[src/rtl/sp_sram_ring_param_pkg.sv]
// Shared types and helpers for the FIR delay-line / coefficient SRAM.
// Optional feature macro used by this slice: SP_SRAM_PARITY_EN.
package sp_sram_pkg;

  typedef enum logic {
    ST_CLEAR,
    ST_READY
  } sram_state_e;

  // Legal read latencies.
  localparam int unsigned RD_LAT_ONE = 1;
  localparam int unsigned RD_LAT_TWO = 2;

  // Widest address the ring helper supports; callers zero-extend into it.
  localparam int unsigned RING_AW_MAX = 16;

  // Tap k relative to the write pointer: (ptr - 1 - k) mod depth, using one
  // conditional add of depth when the subtraction goes negative.
  function automatic logic [RING_AW_MAX-1:0] ring_addr(
    input logic [RING_AW_MAX-1:0] ptr,
    input logic [RING_AW_MAX-1:0] k,
    input logic [RING_AW_MAX:0]   depth
  );
    logic [RING_AW_MAX:0] diff;
    diff = {1'b0, ptr} - {{RING_AW_MAX{1'b0}}, 1'b1} - {1'b0, k};
    if (diff[RING_AW_MAX]) begin
      diff = diff + depth;
    end
    return diff[RING_AW_MAX-1:0];
  endfunction

endpackage

[src/rtl/sp_sram_ring_param_if.sv]
// Access bus between the FIR datapath controller (master) and the SRAM (slave).
// Carries oParErr only when SP_SRAM_PARITY_EN is defined.
interface sp_sram_ring_param_if #(
  parameter int unsigned DATA_WIDTH = 16,
  parameter int unsigned ADDR_WIDTH = 6
);
  logic                  iCsnRam;
  logic                  iWrnRam;
  logic                  iRingMode;
  logic [ADDR_WIDTH-1:0] iAddrRam;
  logic [DATA_WIDTH-1:0] iWrDtRam;
  logic [DATA_WIDTH-1:0] oRdDtRam;
  logic                  oRdVld;
  logic                  oBusy;
  logic                  oAddrErr;
  logic [ADDR_WIDTH-1:0] oRingPtr;
`ifdef SP_SRAM_PARITY_EN
  logic                  oParErr;

  modport master (
    output iCsnRam, iWrnRam, iRingMode, iAddrRam, iWrDtRam,
    input  oRdDtRam, oRdVld, oBusy, oAddrErr, oRingPtr, oParErr
  );
  modport slave (
    input  iCsnRam, iWrnRam, iRingMode, iAddrRam, iWrDtRam,
    output oRdDtRam, oRdVld, oBusy, oAddrErr, oRingPtr, oParErr
  );
`else
  modport master (
    output iCsnRam, iWrnRam, iRingMode, iAddrRam, iWrDtRam,
    input  oRdDtRam, oRdVld, oBusy, oAddrErr, oRingPtr
  );
  modport slave (
    input  iCsnRam, iWrnRam, iRingMode, iAddrRam, iWrDtRam,
    output oRdDtRam, oRdVld, oBusy, oAddrErr, oRingPtr
  );
`endif
endinterface

[src/rtl/sp_sram_ring_param_addr_gen.sv]
// Ring write pointer and effective-address / range-error generation.
module sp_sram_ring_addr_gen
  import sp_sram_pkg::*;
#(
  parameter int unsigned ADDR_DEPTH = 33,
  parameter int unsigned ADDR_WIDTH = 6
) (
  input  logic                  clk_i,
  input  logic                  rst_i,
  input  logic                  ring_mode_i,
  input  logic                  wr_i,
  input  logic                  adv_i,
  input  logic [ADDR_WIDTH-1:0] addr_i,
  output logic [ADDR_WIDTH-1:0] eff_addr_o,
  output logic                  range_err_o,
  output logic [ADDR_WIDTH-1:0] ring_ptr_o
);

  localparam logic [ADDR_WIDTH:0]   DEPTH_W = (ADDR_WIDTH+1)'(ADDR_DEPTH);
  localparam logic [ADDR_WIDTH-1:0] LAST    = ADDR_WIDTH'(ADDR_DEPTH - 1);

  if (ADDR_WIDTH > RING_AW_MAX) begin : g_bad_aw
    $error("sp_sram_ring_addr_gen: ADDR_WIDTH exceeds RING_AW_MAX");
  end

  logic [ADDR_WIDTH-1:0] ptr_q;
  logic [ADDR_WIDTH-1:0] ptr_d;
  logic                  oor;

  assign oor = ({1'b0, addr_i} >= DEPTH_W);

  // Pointer advance with wrap after the last word.
  always_comb begin
    ptr_d = ptr_q;
    if (adv_i) begin
      ptr_d = (ptr_q == LAST) ? '0 : ptr_q + 1'b1;
    end
  end

  // Effective address: direct, ring write at the pointer, or ring tap read.
  always_comb begin
    eff_addr_o  = addr_i;
    range_err_o = oor;
    if (ring_mode_i) begin
      if (wr_i) begin
        eff_addr_o  = ptr_q;
        range_err_o = 1'b0;
      end else begin
        eff_addr_o = ADDR_WIDTH'(ring_addr(RING_AW_MAX'(ptr_q), RING_AW_MAX'(addr_i),
                                           (RING_AW_MAX+1)'(ADDR_DEPTH)));
      end
    end
  end

  // Pointer register.
  always_ff @(posedge clk_i) begin
    if (rst_i) begin
      ptr_q <= '0;
    end else begin
      ptr_q <= ptr_d;
    end
  end

  assign ring_ptr_o = ptr_q;

endmodule

[src/rtl/sp_sram_ring_param.sv]
// Single-port SRAM with post-reset clear sweep, ring addressing for FIR taps,
// RD_LATENCY 1/2 read pipeline and range checking.
// Optional: SP_SRAM_PARITY_EN adds a stored even-parity bit and oParErr.
module sp_sram_ring_param
  import sp_sram_pkg::*;
#(
  parameter int unsigned DATA_WIDTH = 16,
  parameter int unsigned ADDR_DEPTH = 33,
  parameter int unsigned ADDR_WIDTH = $clog2(ADDR_DEPTH),
  parameter int unsigned RD_LATENCY = 1
) (
  input logic                 iClk_12M,
  input logic                 iRst,
  sp_sram_ring_param_if.slave ram
);

`ifdef SP_SRAM_PARITY_EN
  localparam int unsigned WORD_W = DATA_WIDTH + 1;
`else
  localparam int unsigned WORD_W = DATA_WIDTH;
`endif
  localparam logic [ADDR_WIDTH-1:0] LAST = ADDR_WIDTH'(ADDR_DEPTH - 1);

  if (RD_LATENCY != RD_LAT_ONE && RD_LATENCY != RD_LAT_TWO) begin : g_bad_lat
    $error("sp_sram_ring_param: RD_LATENCY must be 1 or 2");
  end

  sram_state_e           state_q;
  logic [ADDR_WIDTH-1:0] clr_cnt_q;
  logic                  busy_q;
  logic [WORD_W-1:0]     mem_q [ADDR_DEPTH];

  logic                  acc, wr_acc, rd_ok, wr_ok;
  logic [ADDR_WIDTH-1:0] eff_addr, ring_ptr;
  logic                  range_err;
  logic                  mem_we;
  logic [ADDR_WIDTH-1:0] mem_waddr;
  logic [WORD_W-1:0]     mem_wdata, rd_word;

  logic                  s1_vld_q, addr_err_q;
  logic [DATA_WIDTH-1:0] s1_data_q;
`ifdef SP_SRAM_PARITY_EN
  logic                  s1_perr_q;
`endif

  assign acc    = (state_q == ST_READY) && !ram.iCsnRam && !iRst;
  assign wr_acc = acc && !ram.iWrnRam;
  assign wr_ok  = wr_acc && !range_err;
  assign rd_ok  = acc && ram.iWrnRam && !range_err;

  sp_sram_ring_addr_gen #(
    .ADDR_DEPTH (ADDR_DEPTH),
    .ADDR_WIDTH (ADDR_WIDTH)
  ) u_addr_gen (
    .clk_i       (iClk_12M),
    .rst_i       (iRst),
    .ring_mode_i (ram.iRingMode),
    .wr_i        (!ram.iWrnRam),
    .adv_i       (wr_acc && ram.iRingMode),
    .addr_i      (ram.iAddrRam),
    .eff_addr_o  (eff_addr),
    .range_err_o (range_err),
    .ring_ptr_o  (ring_ptr)
  );

  // Clear/ready sequencing; oBusy is registered alongside the state.
  always_ff @(posedge iClk_12M) begin
    if (iRst) begin
      state_q   <= ST_CLEAR;
      clr_cnt_q <= '0;
      busy_q    <= 1'b1;
    end else if (state_q == ST_CLEAR) begin
      clr_cnt_q <= clr_cnt_q + 1'b1;
      if (clr_cnt_q == LAST) begin
        state_q   <= ST_READY;
        busy_q    <= 1'b0;
        clr_cnt_q <= '0;
      end
    end
  end

  // Write port mux: clear sweep has priority, otherwise an accepted write.
  always_comb begin
    mem_we    = 1'b0;
    mem_waddr = eff_addr;
`ifdef SP_SRAM_PARITY_EN
    mem_wdata = {^ram.iWrDtRam, ram.iWrDtRam};
`else
    mem_wdata = ram.iWrDtRam;
`endif
    if (state_q == ST_CLEAR) begin
      mem_we    = 1'b1;
      mem_waddr = clr_cnt_q;
      mem_wdata = '0;
    end else if (wr_ok) begin
      mem_we = 1'b1;
    end
  end

  // Storage array, deliberately without reset; the sweep initialises it.
  always_ff @(posedge iClk_12M) begin
    if (mem_we) begin
      mem_q[mem_waddr] <= mem_wdata;
    end
  end

  assign rd_word = mem_q[eff_addr];

  // First read stage and the address-error strobe.
  always_ff @(posedge iClk_12M) begin
    if (iRst) begin
      s1_vld_q   <= 1'b0;
      s1_data_q  <= '0;
      addr_err_q <= 1'b0;
`ifdef SP_SRAM_PARITY_EN
      s1_perr_q  <= 1'b0;
`endif
    end else begin
      s1_vld_q   <= rd_ok;
      addr_err_q <= acc && range_err;
      if (rd_ok) begin
        s1_data_q <= rd_word[DATA_WIDTH-1:0];
      end
`ifdef SP_SRAM_PARITY_EN
      s1_perr_q  <= rd_ok && (^rd_word);
`endif
    end
  end

  if (RD_LATENCY == RD_LAT_TWO) begin : g_lat2
    logic                  vld2_q;
    logic [DATA_WIDTH-1:0] data2_q;
`ifdef SP_SRAM_PARITY_EN
    logic                  perr2_q;
`endif
    // Extra output register stage; data holds when no result is moving.
    always_ff @(posedge iClk_12M) begin
      if (iRst) begin
        vld2_q  <= 1'b0;
        data2_q <= '0;
`ifdef SP_SRAM_PARITY_EN
        perr2_q <= 1'b0;
`endif
      end else begin
        vld2_q <= s1_vld_q;
        if (s1_vld_q) begin
          data2_q <= s1_data_q;
        end
`ifdef SP_SRAM_PARITY_EN
        perr2_q <= s1_perr_q;
`endif
      end
    end
    assign ram.oRdVld   = vld2_q;
    assign ram.oRdDtRam = data2_q;
`ifdef SP_SRAM_PARITY_EN
    assign ram.oParErr  = perr2_q;
`endif
  end else begin : g_lat1
    assign ram.oRdVld   = s1_vld_q;
    assign ram.oRdDtRam = s1_data_q;
`ifdef SP_SRAM_PARITY_EN
    assign ram.oParErr  = s1_perr_q;
`endif
  end

  assign ram.oBusy    = busy_q;
  assign ram.oAddrErr = addr_err_q;
  assign ram.oRingPtr = ring_ptr;

endmodule

[src/flat_wrapper.sv]
// flat-port wrapper written by rule: the top's interface ports become plain ports
module sp_sram_ring_param_flat import sp_sram_pkg::*;
#(
  parameter int unsigned DATA_WIDTH = 16,
  parameter int unsigned ADDR_DEPTH = 33,
  parameter int unsigned ADDR_WIDTH = $clog2(ADDR_DEPTH),
  parameter int unsigned RD_LATENCY = 1
)
  (iClk_12M, iRst, ram_iCsnRam, ram_iWrnRam, ram_iRingMode, ram_iAddrRam, ram_iWrDtRam, ram_oRdDtRam, ram_oRdVld, ram_oBusy, ram_oAddrErr, ram_oRingPtr);
  sp_sram_ring_param_if #(.DATA_WIDTH(DATA_WIDTH), .ADDR_WIDTH(ADDR_WIDTH)) ram_i ();
  input logic iClk_12M;
  input logic iRst;
  input wire logic [$bits(ram_i.iCsnRam)-1:0] ram_iCsnRam;
  input wire logic [$bits(ram_i.iWrnRam)-1:0] ram_iWrnRam;
  input wire logic [$bits(ram_i.iRingMode)-1:0] ram_iRingMode;
  input wire logic [$bits(ram_i.iAddrRam)-1:0] ram_iAddrRam;
  input wire logic [$bits(ram_i.iWrDtRam)-1:0] ram_iWrDtRam;
  output wire logic [$bits(ram_i.oRdDtRam)-1:0] ram_oRdDtRam;
  output wire logic [$bits(ram_i.oRdVld)-1:0] ram_oRdVld;
  output wire logic [$bits(ram_i.oBusy)-1:0] ram_oBusy;
  output wire logic [$bits(ram_i.oAddrErr)-1:0] ram_oAddrErr;
  output wire logic [$bits(ram_i.oRingPtr)-1:0] ram_oRingPtr;
  assign ram_i.iCsnRam = ram_iCsnRam;
  assign ram_i.iWrnRam = ram_iWrnRam;
  assign ram_i.iRingMode = ram_iRingMode;
  assign ram_i.iAddrRam = ram_iAddrRam;
  assign ram_i.iWrDtRam = ram_iWrDtRam;
  assign ram_oRdDtRam = ram_i.oRdDtRam;
  assign ram_oRdVld = ram_i.oRdVld;
  assign ram_oBusy = ram_i.oBusy;
  assign ram_oAddrErr = ram_i.oAddrErr;
  assign ram_oRingPtr = ram_i.oRingPtr;
  sp_sram_ring_param #(.DATA_WIDTH(DATA_WIDTH), .ADDR_DEPTH(ADDR_DEPTH), .ADDR_WIDTH(ADDR_WIDTH), .RD_LATENCY(RD_LATENCY)) u_core (.iClk_12M(iClk_12M), .iRst(iRst), .ram(ram_i));
endmodule
[config.mk]
export PLATFORM = sky130hd
export DESIGN_NAME = sp_sram_ring_param_flat
export DESIGN_NICKNAME = d
export VERILOG_FILES = /design/src/rtl/sp_sram_ring_param_pkg.sv /design/src/rtl/sp_sram_ring_param_if.sv /design/src/rtl/sp_sram_ring_param_addr_gen.sv /design/src/rtl/sp_sram_ring_param.sv /design/src/flat_wrapper.sv
export SDC_FILE = /design/constraint.sdc
export NUM_CORES = 1
export LEC_CHECK = 0
export BUFFER_PORTS_ARGS = -buffer_cell sky130_fd_sc_hd__buf_2
export CAP_MARGIN = 40
export CORE_MARGIN = 1.5
export CORE_UTILIZATION = 50
export CTS_CLUSTER_SIZE = 12
export DETAILED_ROUTE_END_ITERATION = 16
export PLACE_DENSITY_LB_ADDON = 0.05
export SYNTH_ARGS = -nofsm -noshare
export SYNTH_HDL_FRONTEND = slang
export SYNTH_SLANG_ARGS = --single-unit
[constraint.sdc]
create_clock -name iClk_12M -period 4.32 [get_ports iClk_12M]
set_input_delay 0.864 -clock iClk_12M [delete_from_list [all_inputs] [get_ports iClk_12M]]
set_output_delay 0.864 -clock iClk_12M [all_outputs]
set_load 0.01 [all_outputs]
Yosys cells after proc, flatten, opt, wreduce, memory -nomap -nowiden
Memory sizes are Yosys's and may differ from the RTL's. A register that Yosys moved wholly into a read port is not among the register bits.
Index checks and enable logic that the tools add are counted.

operators by class
  $add $sub $neg = 5
  multipliers = 0
  divide/modulo/power cells = 0
  $lt $le $gt $ge = 1
  equality and inequality tests = 2
  shift operators = 0
  mux-type cells = 15
  bitwise logic cells = 1
  reductions and logical operators = 13

operators with widths
  cell                                                                count
  6-bit two-way mux                                                   6
  16-bit two-way mux                                                  1
  6-bit by 1-bit adder with 6-bit output, second input constant       2
  6-bit == test, second input constant                                2
  1-bit logical AND                                                   8
  1-bit two-way mux                                                   8
  7-bit by 7-bit subtractor with 8-bit output                         1
  6-bit by 1-bit subtractor with 7-bit output, second input constant  1
  6-bit adder, second input constant                                  1
  6-bit >= comparator, second input constant                          1
  1-bit zero test                                                     4
  2-bit AND reduction                                                 1
  1-bit NOT                                                           1

storage, ports and cells
  register bits = 16
  bits in latches = 0
  RAM bits = 528
  bits in read-only memories = 0
  input port bits = 27
  output and inout port bits = 25
  memories kept = 1

memories
  memory        words  bits a word  rd ports  clocked after memory_dff  wr ports  line                      text
  u_core.mem_q  33     16           1         1                         1         sp_sram_ring_param.sv:31  logic [WORD_W-1:0] mem_q [ADDR_DEPTH];

Longest topological paths before layout
  depth in word-level cells = 9
  depth in mapped cells = 18
  mapped depth without buffers = 15

Hierarchy
From an unflattened synthesis, not the netlist that was laid out.

unflattened totals
  cell total of the unflattened synthesis = 1200
  area total of the unflattened synthesis = 22476.6 um2

modules (own cells, without submodules)
  module                 instances  cells each  area an instance (um2)  seq. area each (um2)
  sp_sram_ring_param     1          1084        21578.2                 16375.7
  sp_sram_ring_addr_gen  1          116         898.4                   120.1

Worst setup path after synthesis
Ideal clock, no wire load.

  path type = register to register
  start = register u_core.u_addr_gen.ptr_q[0] (netlist: u_core.u_addr_gen.ring_ptr_o[0])
  end = memory u_core.mem_q[6][0] (netlist name) (enable)
  setup time = 0.389 ns
  arrival time = 4.019 ns
  setup slack = -0.088 ns
  cell stages (with the launch flop) = 18
  period minus slack after synthesis = 4.408 ns
  path through = dfxtp_1 -> inv_1 -> ha_1 -> nand2_2 -> xnor2_1 -> ha_1 -> o211ai_2 -> a21oi_2 -> nor3_2 -> or3_1 -> a31oi_1 -> or2_1 -> clkbuf_1 -> buf_2 -> clkbuf_1 -> a32o_1 -> nand2_1 -> nor2_1

between the ends
  word-level cells in the longest chain between the ends = 7

ends and longest elaborated chain
  item                                         line                               text
  from (decl)                                  sp_sram_ring_param_addr_gen.sv:26  logic [ADDR_WIDTH-1:0] ptr_q;
  from (signal assigned)                       sp_sram_ring_param_addr_gen.sv:60  ptr_q <= ptr_d;
  6-bit by 1-bit subtractor with 7-bit output  sp_sram_ring_param_pkg.sv:25       diff = {1'b0, ptr} - {{RING_AW_MAX{1'b0}}, 1'b1} - {1'b0, k};
  7-bit by 7-bit subtractor with 8-bit output  sp_sram_ring_param_pkg.sv:25
  6-bit adder                                  sp_sram_ring_param_pkg.sv:27       diff = diff + depth;
  6-bit two-way mux                            sp_sram_ring_param_pkg.sv:26       if (diff[RING_AW_MAX]) begin
  6-bit two-way mux *                          sp_sram_ring_param_addr_gen.sv:45  if (wr_i) begin
  6-bit two-way mux *                          sp_sram_ring_param_addr_gen.sv:44  if (ring_mode_i) begin
  6-bit two-way mux *                          sp_sram_ring_param.sv:91           if (state_q == ST_CLEAR) begin
  to (decl)                                    sp_sram_ring_param.sv:31

Mark *: on every way between the ends. The rest lies on a longest branch, timed or not.

Worst setup path in the final report
  start = register u_core.u_addr_gen.ptr_q[0] (netlist: u_core.u_addr_gen.ring_ptr_o[0])
  end = register u_core.s1_data_q[9] (netlist: u_core.ram.oRdDtRam[9]), read port of u_core.mem_q

between the ends
  word-level cells in the longest chain between the ends = 6

ends and longest elaborated chain
  item                                         line                               text
  6-bit by 1-bit subtractor with 7-bit output  sp_sram_ring_param_pkg.sv:25
  7-bit by 7-bit subtractor with 8-bit output  sp_sram_ring_param_pkg.sv:25
  6-bit adder                                  sp_sram_ring_param_pkg.sv:27
  6-bit two-way mux                            sp_sram_ring_param_pkg.sv:26
  6-bit two-way mux *                          sp_sram_ring_param_addr_gen.sv:45
  6-bit two-way mux *                          sp_sram_ring_param_addr_gen.sv:44
  to (decl)                                    sp_sram_ring_param.sv:41           logic [DATA_WIDTH-1:0] s1_data_q;

Marked as above.
A chain may end at the register's enable or synchronous reset.

==> summary.txt <==
Critical path
  • Req. time, crit path: 4870 ps
  • Max incr delay on CP: 570 ps
  • Crit-path cells: inv_1 > ha_2 > nand2_2 > xnor2_1 > ha_1 > o211ai_2 > a21oi_2 > nor3_4 > buf_4 > o2111ai_2 > and3_4 > buf_12 > buf_12 > buf_4 > nand2_1 > a32oi_1 > o22ai_1 > or4_1 > a211oi_2
  • CP Launch Type: register
  • CP top delay family: simple AND/OR/NAND/NOR gates
  • R2R depth: 19
  • Critical path class: reg2reg
  • Worst Setup End Kind: register
  • Reg2reg start: u_core.u_addr_gen.ring_ptr_o[0]
  • Worst R2R Setup Slack: 150 ps
  • Critical-path maximum fanout: 9
  • Worst R2R End: u_core.ram.oRdDtRam[9]
  • Worst path bufs/invs: 5
  • Worst Setup SP: u_core.u_addr_gen.ring_ptr_o[0]
  • Critical path depth: 19
  • Critical path arrival: 4720 ps
  • CP Capture Point: u_core.ram.oRdDtRam[9]
  • Slowest-stage cell, CP: or4_1

Final layout
  • Nets: 1906
  • Final Core Density: 61.0%
  • Non-filler cells in the finished layout: 2518
  • Fin area: 27600 µm²
  • Layout area overhead: 20.5%
  • Share of layout cells above drive strength 1: 19.9%

Die
  • Boundary Pins: 52
  • Number of cell rows: 78
  • Chip Height: 217 µm
  • DIE AREA: 47100 µm²
  • Die width: 217 µm
  • Core area: 45300 µm²
  • Initial core utilization: 50.6%

Detailed routing
  • Final wirelength: 72500 µm
  • Post-DR wirelength/cell: 28.8 µm
  • First drt pass iteration count: 6
  • ANT nets after route: 0
  • Drc violations: 0
  • Initial drt markers: 1842
  • Vias: 15900
  • Vias per inst: 6.32

Clock tree
  • H-tree levels: 2
  • Clock buffer depth: 3
  • Post-cts hold buffer count: 0
  • Total CTS buffers: 58
  • Worst-skew pair later-pin latency: 640 ps
  • CTS root buffer: clkbuf_16
  • Clock transition at path regs: 60 ps
  • CTS tree: done
  • CTS Sinks: 560

Global routing
  • First-pass GRT wire length: 103000 µm
  • GRT Total Usage: 30.2%
  • Largest net degree at the start of global routing: 76
  • Gr ovfl total: 0
  • Initial antenna violation count: 11
  • Vias in the first global route: 15200

Synthesis
  • Syn nets: 1733
  • Ranking of synthesized cells by area: edfxtp_1 (69%), nand2_1 (6.7%), a32oi_1 (4.9%)
  • Mapped Cells: 1694
  • Synth unique cells: 59
  • Post-synth top flop: edfxtp_1
  • Syn Area/Cell: 13.5 µm²
  • Seq/Total Area, Yosys: 72.0%
  • Number of synthesized register bits: 560
  • Top cell type's share of synthesized area: 69.2%
  • Number of flops mapped to enable cells by yosys: 528
  • Ys async rst share: 0%
  • Mapped Area: 22900 µm²
  • Area leader, netlist: edfxtp_1
  • YS warnings: 0

STA
  • Clock Skew: 11.1 ps
  • Setup TNS: 0 ps
  • Fin crit share: 96.6%
  • Setup ws final: 148 ps
  • Max Fclk: 240 MHz
  • Worst rel slew slack: 37.9%
  • Actual slew at the worst max-slew pin: 931 ps
  • Final max-slew violation count: 0
  • Final hold vios: 0
  • Final setup viols: 0
  • Post-layout min period: 4170 ps

Placement
  • Cell Count Post-Placement: 2392
  • Routability Congestion: 0.912
  • Count of input and output buffers: 51
  • Post-placement setup slack: -223 ps
  • Cell Area, Placed: 25400 µm²
  • HPWL after detailed placement: 43000 µm

Power and ir drop
  • Cell Pwr Density: 427 nW/µm²
  • Leakage: 9.37 nW
  • Worst vdd ir: 0.401 mV

Run status
  • Status: finished, final reports clean

Run
  • Max Cap Viol: 0

Min path
  • Hold Crit Class: reg2reg
==> worst min path at each step <==
stage                                start             endpoint  slack [ps]  cells past startpoint
after floorplan             u_core.state_q  u_core.ram.oAddrErr         430                      2
after global placement    u_core.ram.oBusy     u_core.ram.oBusy         450                      2
after detailed placement  u_core.ram.oBusy     u_core.ram.oBusy         480                      2
after CTS                 u_core.ram.oBusy     u_core.ram.oBusy         490                      2
after global routing      u_core.ram.oBusy     u_core.ram.oBusy         540                      2
final                     u_core.ram.oBusy     u_core.ram.oBusy         470                      2
==> logic make-up after synthesis <==
logic type,Yosys count,synth area share [%]
and+or+nand+nor,561,10.2
DFF,560,72.0
AOI/OAI and AO/OA,396,13.7
buffers and inverters,142,2.55
xor gates and xnor gates,20,0.764
adders and majority gates,12,0.688
muxes,3,0.131
==> registers in the layout, summed over array words and instances, names as in the netlist <==
| register | flops |
|---|---|
| u_core.mem_q | 528 |
| u_core.u_addr_gen.ring_ptr_o | 6 |
| u_core.state_q | 1 |
| u_core.ram.oRdVld | 1 |
| u_core.clr_cnt_q | 6 |
| u_core.ram.oRdDtRam | 16 |
| u_core.ram.oBusy | 1 |
| u_core.ram.oAddrErr | 1 |
==> cell usage in the layout (no fill, tap or decap), types with 12 or more instances in the layout <==
cell type / n
a211oi_2: 12
and2_1: 12
o21bai_1: 17
nor2_1: 46
clkbuf_16: 64
a32oi_1: 125
o22ai_2: 12
buf_2: 51
a211oi_1: 134
buf_4: 125
o22ai_1: 53
nand2_1: 412
inv_1: 18
or4_1: 15
nor3_1: 23
buf_12: 46
dfxtp_1: 32
clkbuf_1: 21
edfxtp_1: 528
==> stage by stage <==
stage	power [mW]	hold slack [ps]
after global routing	12.2	536
after floorplan	6.61	432
after detailed placement	7.05	477
after global placement	7.05	454
final	11.8	473
after CTS	11.8	485
==> worst reg2reg max path, cell delays in order, from the launching register on <==
cell and delay, ps:
dfxtp_1 310, inv_1 100, ha_2 230, nand2_2 100, xnor2_1 140, ha_1 350, o211ai_2 110, a21oi_2 190
nor3_4 80, buf_4 150, o2111ai_2 200, and3_4 370, buf_12 170, buf_12 120, buf_4 180, nand2_1 70
a32oi_1 230, o22ai_1 180, or4_1 570, a211oi_2 240
==> cell type report <==
class,instances,area (µm²)
well taps,600,751
diodes,4,10.0
multi-input cells,992,6040
inverters,19,71.3
clock buffers,88,1650
repair buffers,236,2440
flip-flops and latches,560,16500
clock inverters,19,156
fillers,3547,17700
==> cell usage after synthesis, drive strengths merged, types with 11 or more instances <==
library cell    n
and2           16
inv            18
nand3          14
nand2         413
nor3           25
edfxtp        528
clkbuf         90
o22ai          65
o21bai         17
a32oi         128
buf            33
ha             11
or4            16
a211oi        146
xor2           11
nor2           57
dfxtp          32
==> power by group <==
part / internal [mW] / switching (mW) / total (mW)
clock network: 2.70 / 2.07 / 4.77
logic: 0.426 / 0.677 / 1.10
registers: 5.91 / 0.0163 / 5.93
==> layer usage <==
layer  vias up  wire [µm]  GRT usage [%]
met3       128       5920           5.20
met2       755      32900           46.0
li1       6923          -              -
met4         4       2230           10.3
met5         -         27              0
met1      8109      31400           44.1
==> repair_timing <==
action	in CTS	in global routing
buffers inserted	3	7
gates cloned	0	6
endpoints found under the hold margin	0	0
resized for setup	3	25
setup endpoints to repair	3	182
pin swaps	1	12
Note: power is estimated with default switching activity, not from simulation.
